[src/rtl/ctrl_types_pkg.sv]
// Shared control types for the command dispatcher and its sub-FSMs.
//   op_e             : command opcode (NOP/GET/PUT/DEL)
//   dispatch_state_e : dispatcher FSM states
//   sub_cmd_t        : status reported by each sub-FSM
package ctrl_types_pkg;

    localparam int unsigned OP_W    = 2;
    localparam int unsigned TIMER_W = 16;

    typedef enum logic [OP_W-1:0] {
        OP_NOP = 2'd0,
        OP_GET = 2'd1,
        OP_PUT = 2'd2,
        OP_DEL = 2'd3
    } op_e;

    typedef enum logic [1:0] {
        ST_IDLE  = 2'd0,
        ST_ENTER = 2'd1,
        ST_RUN   = 2'd2,
        ST_RESP  = 2'd3
    } dispatch_state_e;

    typedef struct packed {
        logic done;
    } sub_cmd_t;

    // Done flag of the sub-FSM selected by op; NOP has no sub-FSM.
    function automatic logic sel_done(input op_e op, input sub_cmd_t g,
                                      input sub_cmd_t p, input sub_cmd_t d);
        logic r;
        r = 1'b0;
        case (op)
            OP_GET:  r = g.done;
            OP_PUT:  r = p.done;
            OP_DEL:  r = d.done;
            default: r = 1'b0;
        endcase
        return r;
    endfunction

endpackage

[src/rtl/dispatch_timer.sv]
// RUN-phase watchdog counter for cmd_dispatch_fsm.
//   clk, rst : clock, synchronous active-high reset
//   clr      : restart count from zero
//   inc      : count one RUN cycle without done
//   expired  : count has reached LIMIT-1
module dispatch_timer
    import ctrl_types_pkg::*;
#(
    parameter int unsigned LIMIT = 255
) (
    input  logic clk,
    input  logic rst,
    input  logic clr,
    input  logic inc,
    output logic expired
);

    logic [TIMER_W-1:0] count_q;

    // Cycle counter; clear has priority over increment.
    always_ff @(posedge clk) begin
        if (rst || clr) begin
            count_q <= '0;
        end else if (inc) begin
            count_q <= count_q + TIMER_W'(1);
        end
    end

    assign expired = (count_q == TIMER_W'(LIMIT - 1));

endmodule

[src/rtl/cmd_dispatch_fsm.sv]
// Command dispatcher: accepts one command, restarts and drives the selected
// sub-FSM (GET/PUT/DEL) until it reports done, then holds a response until
// consumed. Optional RUN timeout under macro CMD_DISPATCH_TIMEOUT_EN.
//   clk, rst                       : clock, synchronous active-high reset
//   req_valid/req_ready/req_op     : command handshake
//   get/put/del_cmd                : sub-FSM status (.done)
//   get/put/del_enter              : one-cycle restart pulse
//   get/put/del_en                 : advance enable while running
//   resp_valid/resp_ready          : response handshake
//   resp_op, resp_err              : completed op, timeout abort flag
//   busy                           : not idle
module cmd_dispatch_fsm
    import ctrl_types_pkg::*;
#(
    parameter int unsigned TIMEOUT_CYCLES = 255
) (
    input  logic     clk,
    input  logic     rst,
    input  logic     req_valid,
    output logic     req_ready,
    input  op_e      req_op,
    input  sub_cmd_t get_cmd,
    input  sub_cmd_t put_cmd,
    input  sub_cmd_t del_cmd,
    output logic     get_enter,
    output logic     put_enter,
    output logic     del_enter,
    output logic     get_en,
    output logic     put_en,
    output logic     del_en,
    output logic     resp_valid,
    input  logic     resp_ready,
    output op_e      resp_op,
    output logic     resp_err,
    output logic     busy
);

    if (TIMEOUT_CYCLES < 2 || TIMEOUT_CYCLES > 65535) begin : g_bad_timeout
        $error("cmd_dispatch_fsm: TIMEOUT_CYCLES out of range 2..65535");
    end

    dispatch_state_e state_q;
    op_e             op_q;
    logic            done_c;

    assign done_c  = sel_done(op_q, get_cmd, put_cmd, del_cmd);
    assign resp_op = op_q;

`ifdef CMD_DISPATCH_TIMEOUT_EN
    logic err_q;
    logic expired;

    dispatch_timer #(
        .LIMIT (TIMEOUT_CYCLES)
    ) u_timer (
        .clk     (clk),
        .rst     (rst),
        .clr     (state_q == ST_ENTER),
        .inc     ((state_q == ST_RUN) && !done_c),
        .expired (expired)
    );

    assign resp_err = err_q;
`else
    assign resp_err = 1'b0;
`endif

    // Dispatcher FSM with registered outputs; enter/en default low so at
    // most one of them is ever set in a given cycle.
    always_ff @(posedge clk) begin
        if (rst) begin
            state_q    <= ST_IDLE;
            op_q       <= OP_NOP;
            req_ready  <= 1'b1;
            resp_valid <= 1'b0;
            busy       <= 1'b0;
            get_enter  <= 1'b0;
            put_enter  <= 1'b0;
            del_enter  <= 1'b0;
            get_en     <= 1'b0;
            put_en     <= 1'b0;
            del_en     <= 1'b0;
`ifdef CMD_DISPATCH_TIMEOUT_EN
            err_q      <= 1'b0;
`endif
        end else begin
            get_enter <= 1'b0;
            put_enter <= 1'b0;
            del_enter <= 1'b0;
            get_en    <= 1'b0;
            put_en    <= 1'b0;
            del_en    <= 1'b0;
            case (state_q)
                ST_IDLE: begin
                    if (req_valid) begin
                        op_q      <= req_op;
                        req_ready <= 1'b0;
                        busy      <= 1'b1;
`ifdef CMD_DISPATCH_TIMEOUT_EN
                        err_q     <= 1'b0;
`endif
                        if (req_op == OP_NOP) begin
                            state_q    <= ST_RESP;
                            resp_valid <= 1'b1;
                        end else begin
                            state_q   <= ST_ENTER;
                            get_enter <= (req_op == OP_GET);
                            put_enter <= (req_op == OP_PUT);
                            del_enter <= (req_op == OP_DEL);
                        end
                    end
                end
                ST_ENTER: begin
                    state_q <= ST_RUN;
                    get_en  <= (op_q == OP_GET);
                    put_en  <= (op_q == OP_PUT);
                    del_en  <= (op_q == OP_DEL);
                end
                ST_RUN: begin
                    // done beats a coinciding timeout
                    if (done_c) begin
                        state_q    <= ST_RESP;
                        resp_valid <= 1'b1;
`ifdef CMD_DISPATCH_TIMEOUT_EN
                        err_q      <= 1'b0;
                    end else if (expired) begin
                        state_q    <= ST_RESP;
                        resp_valid <= 1'b1;
                        err_q      <= 1'b1;
`endif
                    end else begin
                        get_en <= (op_q == OP_GET);
                        put_en <= (op_q == OP_PUT);
                        del_en <= (op_q == OP_DEL);
                    end
                end
                ST_RESP: begin
                    if (resp_ready) begin
                        state_q    <= ST_IDLE;
                        resp_valid <= 1'b0;
                        req_ready  <= 1'b1;
                        busy       <= 1'b0;
                    end
                end
                default: state_q <= ST_IDLE;
            endcase
        end
    end

endmodule

[config.mk]
export PLATFORM = sky130hd
export DESIGN_NAME = cmd_dispatch_fsm
export DESIGN_NICKNAME = d
export VERILOG_FILES = /design/src/rtl/ctrl_types_pkg.sv /design/src/rtl/dispatch_timer.sv /design/src/rtl/cmd_dispatch_fsm.sv
export SDC_FILE = /design/constraint.sdc
export NUM_CORES = 1
export LEC_CHECK = 0
export BUFFER_PORTS_ARGS = -buffer_cell sky130_fd_sc_hd__buf_2
export CAP_MARGIN = 20
export CORE_MARGIN = 3
export CORE_UTILIZATION = 45
export CTS_CLUSTER_DIAMETER = 100
export DETAILED_ROUTE_END_ITERATION = 16
export MAX_ROUTING_LAYER = met4
export PLACE_DENSITY = 0.72
export SLEW_MARGIN = 20
export SYNTH_ARGS = -nofsm -noshare
export SYNTH_HDL_FRONTEND = slang
export SYNTH_SLANG_ARGS = --single-unit
[constraint.sdc]
create_clock -name clk -period 1.7 [get_ports clk]
set_input_delay 0.085 -clock clk [delete_from_list [all_inputs] [get_ports clk]]
set_output_delay 0.085 -clock clk [all_outputs]
set_load 0.005 [all_outputs]
==> results.ini, run 1 <==
[outcome]
status=completed

[critical_path]
worstRegToRegCells=7
rr_endpoint=state_q[1]$_SDFFE_PP0P_
cp_cell_sequence=inv_1 > ha_1 > nor2b_1 > a222oi_1 > buf_4 > and2_1 > o21a_1
slowest_stage=dfxtp_1
cp-end-kind=flop
r2r_start=state_q[0]$_SDFFE_PP0P_
crit_start=state_q[0]$_SDFFE_PP0P_
critPathLaunchType=flop
required_ns=1.92
setup.worst_path.class=flop to flop
crit_arrival_ns=1.83
critical-path-max-stage-delay_ns=0.38
cp.depth=7
crit_end=state_q[1]$_SDFFE_PP0P_
path_buf_inv=2
cpLargestDelayFamily=compound AO/OA/AOI/OAI gates
worstPathMaxFanout=5
r2r_slack_ns=0.08

[sta]
hold_viol_final=0
fin_skew_ns=0.00112
report.final.slew_viol_count=0
finalWorstSetupSlack_ns=0.0835
fmax_ghz=0.619
finalSetupViolations=0
period_share=0.951
fin_crit_ns=1.62
fin_hold_ws_ns=0.0294

[placed_design]
place_ws_ns=0.0559
routabilityCongestion=0.886
io_buffers=19
place_area_um2=724
place_hpwl_um=964

[worst_hold_path]
hold_class=input pin to flop

[route]
drt_iter0_markers=11
wl_per_cell_um=11.9
ant_nets=0
vias=567
dr.pass1.iters=4
drc=0
avgViaCountPerCell=5.25
drt_wl_total_mm=1.28

[layout]
final_util=0.623
drive_gt1_frac=0.277
syn_to_final_growth_pct=18.6
diodes=0
mostFrequentLayoutCells=buf_2, dfxtp_1, nand2_1, a21oi_1, nor2_1
fin_nets=108
final_common_cell=buf_2
fin_area_um2=758

[pwr]
power_density_nw_per_um2=1390
power.leakage_nw=0.348
ir_worst_vdd_mv=0.775
finalPower_mw=1.06

[cts]
clk-insertion-delay-late_ns=0.27
cts-root-buf=clkbuf_4
cts_buffers=3
clock_tree.buffer_depth=2
cts_hold_buf=0
cts_tree=done
cts.sinks=13
htreeDepth=1
clk_pin_slew_ns=0.07

[floorplanning]
io_pins=21
dieWidth_um=43.7
fp.coreArea_um2=1220
die_area_um2=1910
fp.dieH_um=43.7
num_rows=12
start_util=0.526

[grt]
track_usage=0.153
overflow=0
grt_pass1_vias=505
grt_max_degree=12
antenna_found_initial=0
grt_pass1_wl_mm=2.15

[yosys]
ys_ff_latch=13
synth_seq_area_share=0.407
synth-edff-count=0
ys_types=31
synth_nets=87
synth_warnings=0
postSynth.asyncResetShare=0
syn_avg_cell_area_um2=8.64
synth_flop_cell=dfxtp_1
syn_inst=74
syn_area_um2=639

[flow_run]
maxCapViolations=0

## worst min-delay path by stage
stage          startpoint                    to  slack, ns  cells past startpoint
2_1_floorplan   req_op[1]  get_enter$_SDFF_PP0_       0.16                      1
6_report        req_op[0]  put_enter$_SDFF_PP0_       0.03                      2
3_5_place_dp    req_op[0]  put_enter$_SDFF_PP0_       0.31                      2
5_1_grt         req_op[0]  put_enter$_SDFF_PP0_       0.02                      2
3_3_place_gp    req_op[0]  put_enter$_SDFF_PP0_       0.31                      2
4_1_cts         req_op[0]  put_enter$_SDFF_PP0_       0.01                      2
## per-stage QoR
step                      instances  setup TNS, ns
final                           108              0
after global routing            108       -0.00713
after floorplan                  74              0
after global placement          103              0
after CTS                       107              0
after detailed placement        103              0
## metal layers
layer / track usage / wire (um)
met2: 0.238 / 560
met4: 0.0361 / 9
met3: 0.0622 / 87
met1: 0.183 / 625
met5: - / 0
## cells in the mapped netlist, drive strengths merged, types with 2 or more instances
| cell | number | area (um^2) |
|---|---|---|
| ha | 4 | 50.1 |
| nor2b | 3 | 18.8 |
| and2 | 2 | 12.5 |
| dfxtp | 13 | 260 |
| nand3 | 2 | 10.0 |
| inv | 4 | 15.0 |
| a21oi | 9 | 45.0 |
| o21a | 2 | 15.0 |
| nor2 | 5 | 18.8 |
| nor3 | 2 | 15.0 |
| nor4b | 2 | 17.5 |
| buf | 3 | 23.8 |
| nand2 | 9 | 33.8 |
## logic make-up (layout without fill, tap and decap cells)
group,Yosys count,count (layout),share of synthesized area
adder cells (fa/ha/maj),4,4,0.0783
AO/OA/AOI/OAI,18,18,0.180
AND/OR/NAND/NOR,29,29,0.247
other,1,1,0.00587
flip-flops,13,13,0.407
buffers and inverters,8,28,0.0665
multiplexers,1,1,0.0157
## final cells by class
class | count | area [um^2]
inverter | 4 | 15.0
multi-input combinational | 53 | 337
timing repair buffer | 20 | 103
fill | 112 | 458
sequential | 13 | 260
clock buffer | 4 | 26.3
tap | 14 | 17.5
## where the power goes
part           internal (mW)  leakage (nW)  total [mW]  switching (mW)
combinational          0.213         0.227       0.460           0.246
clock                 0.0908        0.0150       0.183          0.0925
sequential             0.363         0.106       0.414          0.0514
total                  0.667         0.348        1.06           0.390
## flip-flops by register name, indices dropped and copies added (netlist names)
signal / flops
resp_op: 2
state_q: 2
busy: 1
del_en: 1
del_enter: 1
get_en: 1
get_enter: 1
put_en: 1
put_enter: 1
req_ready: 1
resp_valid: 1
## repair_timing
item | 4_1_cts | 5_1_grt
gates resized for setup | 0 | 0
setup endpoints to repair | 0 | 3
setup buffers | 0 | 1
hold endpoints to repair | 0 | 0
Note: power is estimated with default switching activity, not from simulation.
==> run 2, diff against run 1 <==
--- a/config.mk
+++ b/config.mk
@@ -5,6 +5,7 @@
 export SDC_FILE = /design/constraint.sdc
 export NUM_CORES = 1
 export LEC_CHECK = 0
+export ABC_AREA = 1
 export BUFFER_PORTS_ARGS = -buffer_cell sky130_fd_sc_hd__buf_2
 export CAP_MARGIN = 20
 export CORE_MARGIN = 3
@@ -12,7 +13,7 @@
 export CTS_CLUSTER_DIAMETER = 100
 export DETAILED_ROUTE_END_ITERATION = 16
 export MAX_ROUTING_LAYER = met4
-export PLACE_DENSITY = 0.72
+export PLACE_DENSITY = 0.73
 export SLEW_MARGIN = 20
 export SYNTH_ARGS = -nofsm -noshare
 export SYNTH_HDL_FRONTEND = slang
==> run 2 against run 1 <==
Against the previous run: die area shrank 3.2%; highest routed layer unchanged; count of clock-buffer cells in the layout did not move; worst hold slack improved by 0.015 ns; routed wire length is 2.3% lower; sequential share of layout area is 0.39 points lower; clock power is 3% higher; clock skew up 0.0049 ns; setup slack gained 0.21 ns; critical endpoint is now resp_valid$_SDFFE_PP0P_; global-route usage up 1.3 points; first-iteration DRC count rose by 18%; synthesized area fell by 3.7%; via count shrank 1.2%.
==> results.ini, run 2 <==
[critical_path]
required_ns=1.87
critPathLaunchType=flop
crit_arrival_ns=1.57
setup.worst_path.class=flop to flop
worstPathMaxFanout=5
slowest_stage=dfxtp_1
cpLargestDelayFamily=simple AND/OR/NAND/NOR gates
cp-end-kind=flop
critical-path-max-stage-delay_ns=0.35
path_buf_inv=3
r2r_slack_ns=0.29
cp_cell_sequence=inv_1 > ha_1 > inv_2 > or2_1 > nand2_2 > inv_2 > nand3_2 > nand2_1 > nand2_1 > nor2_1

[pwr]
power.leakage_nw=0.396
power_density_nw_per_um2=1360
ir_worst_vdd_mv=0.631

[cts]
clock_tree.buffer_depth=2
cts-root-buf=clkbuf_4
htreeDepth=1
cts_buffers=3
ctsResizeCount=0
cts_hold_buf=2
cts.sinks=13
cts_tree=done
clk-insertion-delay-late_ns=0.27
postCtsSetupBuffers=0
clk_pin_slew_ns=0.07

[floorplanning]
dieWidth_um=43.0
num_rows=12
io_pins=21
die_area_um2=1850
start_util=0.519
fp.coreArea_um2=1190
fp.dieH_um=43.0

[placed_design]
place_area_um2=721
place_hpwl_mm=1.02
routabilityCongestion=0.828
io_buffers=19

[layout]
drive_gt1_frac=0.301
diodes=0
syn_to_final_growth_pct=24.6
mostFrequentLayoutCells=buf_2, inv_1, dfxtp_1, nor2_1
fin_area_um2=767
final_common_cell=buf_2
final_util=0.647
fin_nets=117

[sta]
fin_skew_ns=0.00601
report.final.slew_viol_count=0
hold_viol_final=0
rsz0062_at_grt=no
fmax_ghz=0.711
finalSetupViolations=0
fin_setup_tns_ns=0
period_share=0.827
fin_crit_ns=1.41
fin_hold_ws_ns=0.0444

[outcome]
status=completed

[yosys]
yosys-top-cells-count=dfxtp_1, inv_1, nor2_1, nand2_1, nand3_1
ys_types=20
synth_top_area_share=0.423
synth_warnings=0
syn_avg_cell_area_um2=7.79
synth_flop_cell=dfxtp_1
ys_ff_latch=13
yosysTopAreaCell=dfxtp_1
synth_area_leaders=dfxtp_1, ha_1, inv_1
postSynth.asyncResetShare=0
syn_inst=79
synth_seq_area_share=0.423
syn_area_um2=616
synth_nets=92
synth-edff-count=0

[grt]
overflow=0
grt_pass1_vias=557
track_usage=0.166
grt_pass1_wl_mm=2.23
grt_max_degree=8
antenna_found_initial=0

[route]
dr.pass1.iters=4
drt_wl_total_mm=1.25
drt_iter0_markers=13
vias=560
wl_per_cell_um=10.7
avgViaCountPerCell=4.79
drc=0
ant_nets=0

[flow_run]
maxCapViolations=0

[worst_hold_path]
hold_class=input pin to flop

[run 2: cell types whose count changed in the layout (fill, tap and decap cells not counted), sizes merged, moves of 3 or more]
cell | before | now
inv | 4 | 15
nor4 | 0 | 3
nand3 | 2 | 8
nor2b | 3 | 0
o21ai | 1 | 5
nor2 | 5 | 9
a21oi | 9 | 5
[run 2: layout make-up]
class,instances,area [um^2]
multi-input cells,50,292
flip-flops and latches,13,260
fillers,110,419
well taps,14,17.5
inverters,15,56.3
repair buffers,21,115
clock buffers,4,26.3
[run 2: per-layer routing]
metal  track usage  wire, um
met1         0.194       575
met2         0.257       576
met3        0.0424        70
met4        0.0904        30
met5             -         0
[run 2: worst paths after layout]
| path | startpoint | endpoint | cells after the start |
|---|---|---|---|
| hold reg to reg | req_ready$_SDFFE_PP1P_ | req_ready$_SDFFE_PP1P_ | 2 |
| setup reg to reg | state_q[1]$_SDFFE_PP0P_ | resp_valid$_SDFFE_PP0P_ | 10 |
| setup / recovery | state_q[1]$_SDFFE_PP0P_ | resp_valid$_SDFFE_PP0P_ | 10 |
| hold / removal | rst | state_q[1]$_SDFFE_PP0P_ | 2 |
[run 2: worst reg2reg max path: cells and delay by family, from the launching register on]
kind	cells	cell delay, ns
fa+ha+maj	1	0.24
buf+inv	3	0.21
flops	1	0.35
simple gates	6	0.51
[run 2: power breakdown]
group	total, mW	internal [mW]	leakage [nW]	switching, mW
clock	0.188	0.0908	0.0150	0.0977
sequential	0.418	0.370	0.107	0.0480
combinational	0.433	0.170	0.275	0.264
total	1.04	0.631	0.396	0.409
[run 2: cell families after synthesis]
| family | share of synthesized area |
|---|---|
| AO/OA/AOI/OAI | 0.0996 |
| adder cells (fa/ha/maj) | 0.0813 |
| buffers and inverters | 0.104 |
| flip-flops | 0.423 |
| other | 0.00609 |
| AND/OR/NAND/NOR | 0.287 |
[run 2: per-stage QoR]
| stage | instances | power [mW] | setup slack [ns] |
|---|---|---|---|
| floorplan | 79 | 0.733 | 0.410 |
| global placement | 111 | 0.841 | 0.346 |
| detailed placement | 111 | 0.855 | 0.304 |
| CTS | 117 | 1.05 | 0.291 |
| global route | 117 | 1.15 | 0.177 |
| finish | 117 | 1.04 | 0.294 |
==> run 3, diff against run 2 <==
--- a/config.mk
+++ b/config.mk
@@ -9,11 +9,11 @@
 export BUFFER_PORTS_ARGS = -buffer_cell sky130_fd_sc_hd__buf_2
 export CAP_MARGIN = 20
 export CORE_MARGIN = 3
-export CORE_UTILIZATION = 45
+export CORE_UTILIZATION = 42
 export CTS_CLUSTER_DIAMETER = 100
 export DETAILED_ROUTE_END_ITERATION = 16
 export MAX_ROUTING_LAYER = met4
-export PLACE_DENSITY = 0.73
+export PLACE_DENSITY = 0.71
 export SLEW_MARGIN = 20
 export SYNTH_ARGS = -nofsm -noshare
 export SYNTH_HDL_FRONTEND = slang
==> constraint.sdc (replaced) <==
create_clock -name clk -period 1.18 [get_ports clk]
set_input_delay 0.059 -clock clk [delete_from_list [all_inputs] [get_ports clk]]
set_output_delay 0.059 -clock clk [all_outputs]
set_load 0.005 [all_outputs]
==> run 3 against run 2 <==
Against the previous run: the run now ends with setup timing left; die area up 6.1%; global-route usage down 0.44 points; first-iteration DRC count decreased by 31%; non-clock buffer count increased by 9; final area up 16%; sequential share of layout area decreased by 3.8 points; count of clock-buffer cells in the layout did not move; total power increased by 72%; sequential power grew 54%; cell count grew 8.5%; core utilization increased by 1.9 points; largest cell class unchanged.
==> results.ini, run 3 (synthesis gave the netlist of run 2 again) <==
[floorplanning]
die_area_um2=1960
io_pins=21
fp.coreArea_um2=1330
num_rows=13
dieWidth_um=44.3
fp.dieH_um=44.3
start_util=0.462

[critical_path]
path_buf_inv=3
r2r_slack_ns=-0.09
required_ns=1.38
cp_cell_sequence=inv_4 > ha_4 > inv_2 > or2_1 > nand2_2 > inv_2 > nand2_2 > nand2_2 > a21oi_2
setup.worst_path.class=flop to flop
crit_arrival_ns=1.47
rr_endpoint=state_q[1]$_SDFFE_PP0P_
slowest_stage=dfxtp_4
path_common_cell=nand2_2
worstPathMaxFanout=4
r2r_start=state_q[1]$_SDFFE_PP0P_
critPathLaunchType=flop
cp-end-kind=flop
worstRegToRegCells=9
cpLargestDelayFamily=simple AND/OR/NAND/NOR gates
critical-path-max-stage-delay_ns=0.37

[cts]
clock_tree.buffer_depth=2
cts-root-buf=clkbuf_4
cts_buffers=3
clk_pin_slew_ns=0.07
clk-insertion-delay-late_ns=0.27
htreeDepth=1
cts_tree=done
cts.sinks=13

[worst_hold_path]
min_to=state_q[1]$_SDFFE_PP0P_
hold_depth=2
hold_class=input pin to flop
hp-start=rst

[route]
wl_met1_um=591
met3_length_um=56
wl_met2_um=645
drt_wl_total_mm=1.32
top_layer_used=met4
ant_nets=0
wl_per_cell_um=10.4
dr.pass1.iters=3
drt_iter0_markers=9
avgViaCountPerCell=4.70
drc=0
vias=597

[grt]
track_usage=0.161
grt_max_degree=8
antenna_found_initial=0
grt_pass1_vias=568
overflow=0
grt_pass1_wl_mm=2.22

[layout]
fin_nets=126
regArea_um2=268
mostFrequentLayoutCells=buf_2, inv_1, dfxtp_1, nor2_1, buf_4
final_common_cell=buf_2
syn_to_final_growth_pct=44.3
multi_input_area_um2=332
fillCellCount=112
drive_gt1_frac=0.429
diodes=0

[pwr]
p_int_mw=1.10
switching_share=0.385
p_seq_frac=0.359
switchingPower_mw=0.689
ir_worst_vdd_mv=0.927
finalPower_mw=1.79
p_clk_frac=0.152
power_density_nw_per_um2=2010
p_comb_frac=0.489
power.leakage_nw=0.441

[placed_design]
place_ws_ns=-0.0825
routabilityCongestion=0.760
place_hpwl_mm=1.03
io_buffers=19

[sta]
hold_viol_final=0
fin_crit_ns=1.27
rsz0062_at_grt=yes
finalSetupViolations=6
fin_skew_ns=0.00284
finalWorstSetupSlack_ns=-0.0906
fmax_ghz=0.787
report.final.slew_viol_count=0
period_share=1.08

[flow_run]
maxCapViolations=0

[outcome]
violations=setup timing
status=complete, but fails checks

==> run 3: timing repair <==
item                                    4_1_cts  5_1_grt
pin swaps                                     1        2
endpoints found under the setup margin        7       10
resized for setup                             8        3
hold buffers                                  2        0
gates cloned                                  0        0
setup buffers                                 1        2
hold endpoints to repair                      2        0
==> run 3: worst max path at each step <==
stage	start	end	depth (start not counted)	slack, ns
floorplan	state_q[1]$_SDFFE_PP0P_	resp_valid$_SDFFE_PP0P_	10	-0.03
global placement	state_q[0]$_SDFFE_PP0P_	resp_valid$_SDFFE_PP0P_	10	-0.05
detailed placement	state_q[1]$_SDFFE_PP0P_	resp_valid$_SDFFE_PP0P_	9	-0.08
CTS	state_q[1]$_SDFFE_PP0P_	resp_valid$_SDFFE_PP0P_	8	-0.08
global route	state_q[1]$_SDFFE_PP0P_	resp_valid$_SDFFE_PP0P_	10	-0.18
finish	state_q[1]$_SDFFE_PP0P_	state_q[1]$_SDFFE_PP0P_	9	-0.09
==> run 3: cell type report <==
cell class / instances / area share
Multi-Input combinational cell: 50 / 0.373
Sequential cell: 13 / 0.301
Timing Repair Buffer: 30 / 0.206
Inverter: 15 / 0.0690
Clock buffer: 4 / 0.0296
Tap cell: 15 / 0.0211
==> run 3: metal layers <==
layer  vias up  GRT usage
li1        315          -
met1       267      0.171
met2        11      0.273
met3         4     0.0366
met4         0     0.0904
met5         -          -
==> run 3: power by group through the flow <==
stage | clock network (mW) | registers [mW] | logic, mW
2_1_floorplan | 0 | 0.624 | 0.486
3_3_place_gp | 0 | 0.616 | 0.751
3_5_place_dp | 0 | 0.621 | 0.772
4_1_cts | 0.279 | 0.640 | 0.820
5_1_grt | 0.309 | 0.655 | 0.984
6_report | 0.271 | 0.642 | 0.874
==> run 3: per-stage QoR <==
step | setup TNS [ns] | std cells | hold slack, ns | util | cell area [um^2]
6_report | -0.273 | 127 | 0.0250 | 0.666 | 888
2_1_floorplan | -0.0391 | 79 | 0.114 | - | 631
3_5_place_dp | -0.244 | 118 | 0.260 | 0.586 | 782
3_3_place_gp | -0.104 | 118 | 0.260 | 0.586 | 782
5_1_grt | -0.935 | 127 | 0.0140 | 0.666 | 888
4_1_cts | -0.340 | 125 | 0.00525 | 0.650 | 867
